File: config.mk
export PLATFORM = sky130hd
export DESIGN_NAME = inst_encode_loader
export DESIGN_NICKNAME = d
export VERILOG_FILES = /design/src/rtl/inst_encode_loader_pkg.sv /design/src/rtl/inst_field_pack.sv /design/src/rtl/inst_encode_loader.sv
export SDC_FILE = /design/constraint.sdc
export NUM_CORES = 1
export LEC_CHECK = 0
export BUFFER_PORTS_ARGS = -buffer_cell sky130_fd_sc_hd__buf_4
export CORE_ASPECT_RATIO = 0.75
export CORE_MARGIN = 4
export CORE_UTILIZATION = 45
export CTS_CLUSTER_DIAMETER = 120
export DETAILED_ROUTE_END_ITERATION = 7
export PLACE_DENSITY = 0.75
export SLEW_MARGIN = 20
export SYNTH_ARGS = -nofsm -noshare
export SYNTH_HDL_FRONTEND = slang
export SYNTH_SLANG_ARGS = --single-unit
File: constraint.sdc
create_clock -name clk -period 3 [get_ports clk]
set_input_delay 0 -clock clk [delete_from_list [all_inputs] [get_ports clk]]
set_output_delay 0 -clock clk [all_outputs]
set_load 0.1 [all_outputs]
File: src/rtl/inst_encode_loader_pkg.sv
`default_nettype none
// ============================================================================
// Module : inst_encode_loader_pkg
// Desc   : RV32I opcode constants and loader state encoding.
// Rev    : 1.0  initial release
// ============================================================================
package inst_encode_loader_pkg;

   localparam logic [6:0] OP_R      = 7'b0110011;
   localparam logic [6:0] OP_I_ALU  = 7'b0010011;
   localparam logic [6:0] OP_LOAD   = 7'b0000011;
   localparam logic [6:0] OP_JALR   = 7'b1100111;
   localparam logic [6:0] OP_STORE  = 7'b0100011;
   localparam logic [6:0] OP_BRANCH = 7'b1100011;
   localparam logic [6:0] OP_AUIPC  = 7'b0010111;
   localparam logic [6:0] OP_LUI    = 7'b0110111;
   localparam logic [6:0] OP_JAL    = 7'b1101111;

   typedef enum logic [1:0] {
      ST_IDLE = 2'd0,
      ST_LOAD = 2'd1,
      ST_FULL = 2'd2
   } load_state_t;

endpackage
`default_nettype wire

File: src/rtl/inst_field_pack.sv
`default_nettype none
// ============================================================================
// Module : inst_field_pack
// Desc   : Packs RV32I fields into an instruction word and flags illegal bundles.
// Rev    : 1.0  initial release
// ============================================================================
module inst_field_pack
   import inst_encode_loader_pkg::*;
(
   input  logic [6:0]  opcode,
   input  logic [2:0]  func3,
   input  logic [6:0]  func7,
   input  logic [4:0]  rs1,
   input  logic [4:0]  rs2,
   input  logic [4:0]  rd,
   input  logic [31:0] imm,
   output logic [31:0] word,
   output logic        reject
);

   logic w_imm12_ok;
   logic w_imm13_ok;
   logic w_imm21_ok;
   logic w_upper_ok;

   // An immediate fits an N-bit signed field when every bit above its sign bit copies it.
   assign w_imm12_ok = (&imm[31:11]) | ~(|imm[31:11]);
   assign w_imm13_ok = ((&imm[31:12]) | ~(|imm[31:12])) & ~imm[0];
   assign w_imm21_ok = ((&imm[31:20]) | ~(|imm[31:20])) & ~imm[0];
   assign w_upper_ok = ~(|imm[11:0]);

   always_comb begin
      word   = '0;
      reject = 1'b0;
      case (opcode)
         OP_R: begin
            word = {func7, rs2, rs1, func3, rd, opcode};
         end
         OP_I_ALU, OP_LOAD, OP_JALR: begin
            word   = {imm[11:0], rs1, func3, rd, opcode};
            reject = ~w_imm12_ok;
         end
         OP_STORE: begin
            word   = {imm[11:5], rs2, rs1, func3, imm[4:0], opcode};
            reject = ~w_imm12_ok;
         end
         OP_BRANCH: begin
            word   = {imm[12], imm[10:5], rs2, rs1, func3, imm[4:1], imm[11], opcode};
            reject = ~w_imm13_ok;
         end
         OP_AUIPC, OP_LUI: begin
            word   = {imm[31:12], rd, opcode};
            reject = ~w_upper_ok;
         end
         OP_JAL: begin
            word   = {imm[20], imm[10:1], imm[11], imm[19:12], rd, opcode};
            reject = ~w_imm21_ok;
         end
         default: begin
            reject = 1'b1;
         end
      endcase
   end

endmodule
`default_nettype wire

File: src/rtl/inst_encode_loader.sv
`default_nettype none
// ============================================================================
// Module : inst_encode_loader
// Desc   : Session-based loader writing encoded RV32I words into instruction memory.
// Rev    : 1.0  initial release
// ============================================================================
module inst_encode_loader
   import inst_encode_loader_pkg::*;
#(
   parameter int          DEPTH     = 64,
   parameter logic [31:0] BASE_ADDR = 32'h0000_0000
)
(
   input  logic        clk,
   input  logic        rst,
   input  logic        start,
   input  logic        finish,
   input  logic        in_valid,
   output logic        in_ready,
   input  logic [6:0]  opcode,
   input  logic [2:0]  func3,
   input  logic [6:0]  func7,
   input  logic [4:0]  rs1,
   input  logic [4:0]  rs2,
   input  logic [4:0]  rd,
   input  logic [31:0] imm,
   output logic        mem_we,
   output logic [31:0] mem_addr,
   output logic [31:0] mem_wdata,
   output logic        err,
   output logic        done,
   output logic [10:0] count
);

   localparam logic [11:0] DEPTH_W = 12'(DEPTH);

   load_state_t state_q, state_d;
   logic [10:0] count_q, count_d;
   logic        mem_we_q, mem_we_d;
   logic        err_q, err_d;
   logic        done_q, done_d;
   logic [31:0] mem_addr_q, mem_addr_d;
   logic [31:0] mem_wdata_q, mem_wdata_d;

   logic [31:0] w_word;
   logic        w_reject;
   logic [11:0] w_issued;
   logic        w_accept;

   inst_field_pack u_pack (
      .opcode (opcode),
      .func3  (func3),
      .func7  (func7),
      .rs1    (rs1),
      .rs2    (rs2),
      .rd     (rd),
      .imm    (imm),
      .word   (w_word),
      .reject (w_reject)
   );

   // The write on the bus right now is not yet in count, so it still occupies a slot.
   assign w_issued = {1'b0, count_q} + {11'd0, mem_we_q};
   assign in_ready = (state_q == ST_LOAD) && (w_issued < DEPTH_W);
   assign w_accept = in_valid && in_ready;

   always_comb begin
      state_d     = state_q;
      count_d     = count_q;
      mem_we_d    = 1'b0;
      err_d       = 1'b0;
      done_d      = 1'b0;
      mem_addr_d  = mem_addr_q;
      mem_wdata_d = mem_wdata_q;

      if (w_accept) begin
         if (w_reject) begin
            err_d = 1'b1;
         end else begin
            mem_we_d    = 1'b1;
            mem_addr_d  = BASE_ADDR + {18'd0, w_issued, 2'b00};
            mem_wdata_d = w_word;
         end
      end

      if (mem_we_q) begin
         count_d = count_q + 11'd1;
      end

      case (state_q)
         ST_IDLE: begin
            if (start) begin
               state_d = ST_LOAD;
               count_d = '0;
            end
         end
         ST_LOAD: begin
            if (finish) begin
               state_d = ST_IDLE;
               done_d  = 1'b1;
            end else if (mem_we_q && (({1'b0, count_q} + 12'd1) == DEPTH_W)) begin
               state_d = ST_FULL;
               done_d  = 1'b1;
            end
         end
         ST_FULL: begin
            if (finish) begin
               state_d = ST_IDLE;
            end
         end
         default: begin
            state_d = ST_IDLE;
         end
      endcase
   end

   always_ff @(posedge clk) begin
      if (rst) begin
         state_q     <= ST_IDLE;
         count_q     <= '0;
         mem_we_q    <= 1'b0;
         err_q       <= 1'b0;
         done_q      <= 1'b0;
         mem_addr_q  <= BASE_ADDR;
         mem_wdata_q <= '0;
      end else begin
         state_q     <= state_d;
         count_q     <= count_d;
         mem_we_q    <= mem_we_d;
         err_q       <= err_d;
         done_q      <= done_d;
         mem_addr_q  <= mem_addr_d;
         mem_wdata_q <= mem_wdata_d;
      end
   end

   assign mem_we    = mem_we_q;
   assign err       = err_q;
   assign done      = done_q;
   assign mem_addr  = mem_addr_q;
   assign mem_wdata = mem_wdata_q;
   assign count     = count_q;

endmodule
`default_nettype wire

==> metrics.txt <==
headroom to the max-slew limit=43.2%; GRT Util Overall=a little over a fifth; area of the mapped netlist=0.00362 mm^2; worst reg-to-reg path cell count=7; Mapped Avg Cell Area=about 8.5 um^2; R2R Path End=mem_wdata[25]; Ports=148; fin crit share=86.7%; WL per Instance=16.2 um; CORE AREA=just under 0.008 mm^2; DRC viols=0; Min Clock Period, post-route=2.60 ns; clock-pin slew on the worst setup and hold paths=~0.07 ns; clock net sink count=60; Rows=28; die height=85.7 um; Mapped Cells=426; CP max stage delay=0.62 ns; worst reg2reg setup slack=roughly 0.40 ns; Hold Path Stages=4; post-route cell area=0.00481 mm^2; Crit Path Max Fanout=38; yosys warns=0; overflow left after global routing=0; DP Wirelength=8.04 mm; crit path kind=reg2reg; Worst-Skew Late Latency=0.34 ns; crit path launch type=flop; CTS buffer count=9; Setup Skew=0.00692 ns; EDFF count, synth=0; commonest non-fill, non-tap cell in the layout=buf_4; Top Metal Used=met4; sequential share of the synthesized area=33.2%; Hold Slack=0.0378 ns; crit path capture type=flop; number of max-cap violations=0; ANT cells=0; max-slew violations=0; initial DRC count=approximately 300; die area=0.00955 mm^2; H-tree depth=3; Pre-antenna DRT Iters=7; final hold vios=0; Syn-to-layout area delta=32.8%; vias in the first global route=3286; Die W=112 um; first-pass GRT wire length=16.7 mm; final setup TNS=0 ns; largest net degree at the start of global routing=68; Peak Freq=0.384 GHz; Worst R2R Start=count[2]; layout cells sized above 1=32.6%; Util after Layout=61.2%; drt total wl=10.6 mm; initial antenna violation count=0; PwrDens=roughly 400 mW/mm^2; most frequent cells in the layout=buf_4, nor2_1, dfxtp_1, nor2b_1, nand2_1; Req. time, crit path=3.23 ns; RSZ-0062 raised after global routing=no; Clock Tree Buf Depth=2; Root Driver=clkbuf_8; Initial Util=between 40 and 50%; slowest cell on the critical path=dfxtp_1; fin nets=617; setup ws final=0.398 ns; dpl cell area=0.00455 mm^2; Final setup viols=0; CP Cell Sequence=and4_4 -> nand4_1 -> a21oi_1 -> o2111ai_1 -> nor4_4 -> buf_12 -> mux2_2; PortBufs=127; CP arrival=2.83 ns; Max VDD drop=0.233 mV; CTS tree=done; Post-CTS Setup Inserts=0; Post-Place Setup Slack=~0.4 ns; Synth Flop Type=dfxtp_1; WL met2=4.81 mm; FILL cells=704; Final ANT Viol Nets=0; metal3 WL=787 um; Synth cell types=55; Leak=2.06 nW; outcome=complete, no violations; Worst-Margin Slew=0.841 ns; Metal-1 WL=roughly 4.8 mm; vias=3595; worst hold start=func3[0]; drt via density=5.50; Placer Congestion=0.879; min-delay worst type=in2reg; Worst Hold Path EP=mem_wdata[12]; Post-synth ARST share=0%; number of synthesized register bits=60
## synth_stat cells (9+ instances only)
master    count  share of area [%]
nor2b_1      32                5.5
dfxtp_1      60                 33
o21ai_0      11                1.5
mux2i_1       9                2.5
nand3_1      10                1.4
a22oi_1      16                3.3
buf_4        22                4.6
mux2_1       13                4.0
a222oi_1     10                2.8
mux2_2       18                5.6
nand2_1      27                2.8
nor3_1       11                1.5
nand4_1      13                2.2
nor2_1       55                5.7
a21oi_1      10                1.4
clkbuf_1     12                1.2
## layer usage
layer	vias up	global-route usage, %
met5	-	0
met4	0	7.07
met3	21	5.36
met2	166	32.8
met1	1672	29.4
li1	1736	-
## worst max-delay path, delay by kind of cell, from the launching register on
kind                   cells  cell delay, ns
flip-flops                 1            0.62
multiplexers               1            0.37
buffers and inverters      1            0.28
AND/OR/NAND/NOR            3            0.78
AO/OA/AOI/OAI              2            0.44
## power breakdown
| part | leakage (nW) | switching (mW) | total, mW | internal [mW] |
|---|---|---|---|---|
| Combinational | 1.46 | 0.215 | 0.299 | 0.0847 |
| Clock | 0.112 | 0.337 | 0.851 | 0.514 |
| Sequential | 0.486 | 0.00170 | 0.800 | 0.799 |
| Total | 2.06 | 0.553 | 1.95 | 1.40 |
## cell type report
class / instances / area, um^2 / area share (%)
Tap cell: 105 / 131 / 2.73
Sequential cell: 60 / 1210 / 25.1
Timing Repair Buffer: 135 / 1030 / 21.5
Clock inverter: 5 / 83.8 / 1.74
Inverter: 5 / 18.8 / 0.391
Clock buffer: 11 / 151 / 3.15
Multi-Input combinational cell: 333 / 2180 / 45.4
## state kept, by name, summed over array words and instances, names as in the netlist
register and cells:
mem_wdata 32, mem_addr 12, count 11, state_q 2, done 1, err 1
mem_we 1
## per-stage QoR
step	power, mW	cells
3_5_place_dp	1.11	636
3_3_place_gp	1.11	636
2_1_floorplan	1.03	445
6_report	1.95	654
4_1_cts	1.97	654
5_1_grt	2.03	654
## what timing repair did
item                                   4_1_cts  5_1_grt
hold buffers                                 2        0
resized for setup                            0        0
endpoints found under the hold margin        3        0
## cells by family (layout without fill, tap and decap cells)
kind of cell,after synthesis,count (layout),synth area share (%)
other,1,20,0.104
flip-flops,60,60,33.2
adder cells (fa/ha/maj),4,4,1.38
multiplexers,40,40,12.1
AO/OA/AOI/OAI,71,71,15.0
buffers and inverters,52,156,8.71
AND/OR/NAND/NOR,184,184,26.1
XOR/XNOR,14,14,3.39
## worst max-delay path by stage
stage / slack [ns] / cells after the start / start / to
4_1_cts: 0.40 / 7 / count[2] / mem_addr[5]
3_5_place_dp: 0.41 / 7 / count[2] / mem_addr[5]
2_1_floorplan: 0.03 / 9 / count[6] / mem_wdata[13]
6_report: 0.40 / 7 / count[2] / mem_wdata[25]
5_1_grt: 0.24 / 7 / count[2] / mem_wdata[19]
3_3_place_gp: 0.48 / 7 / count[2] / mem_wdata[25]
No activity file was read; power rests on OpenSTA's default activity.
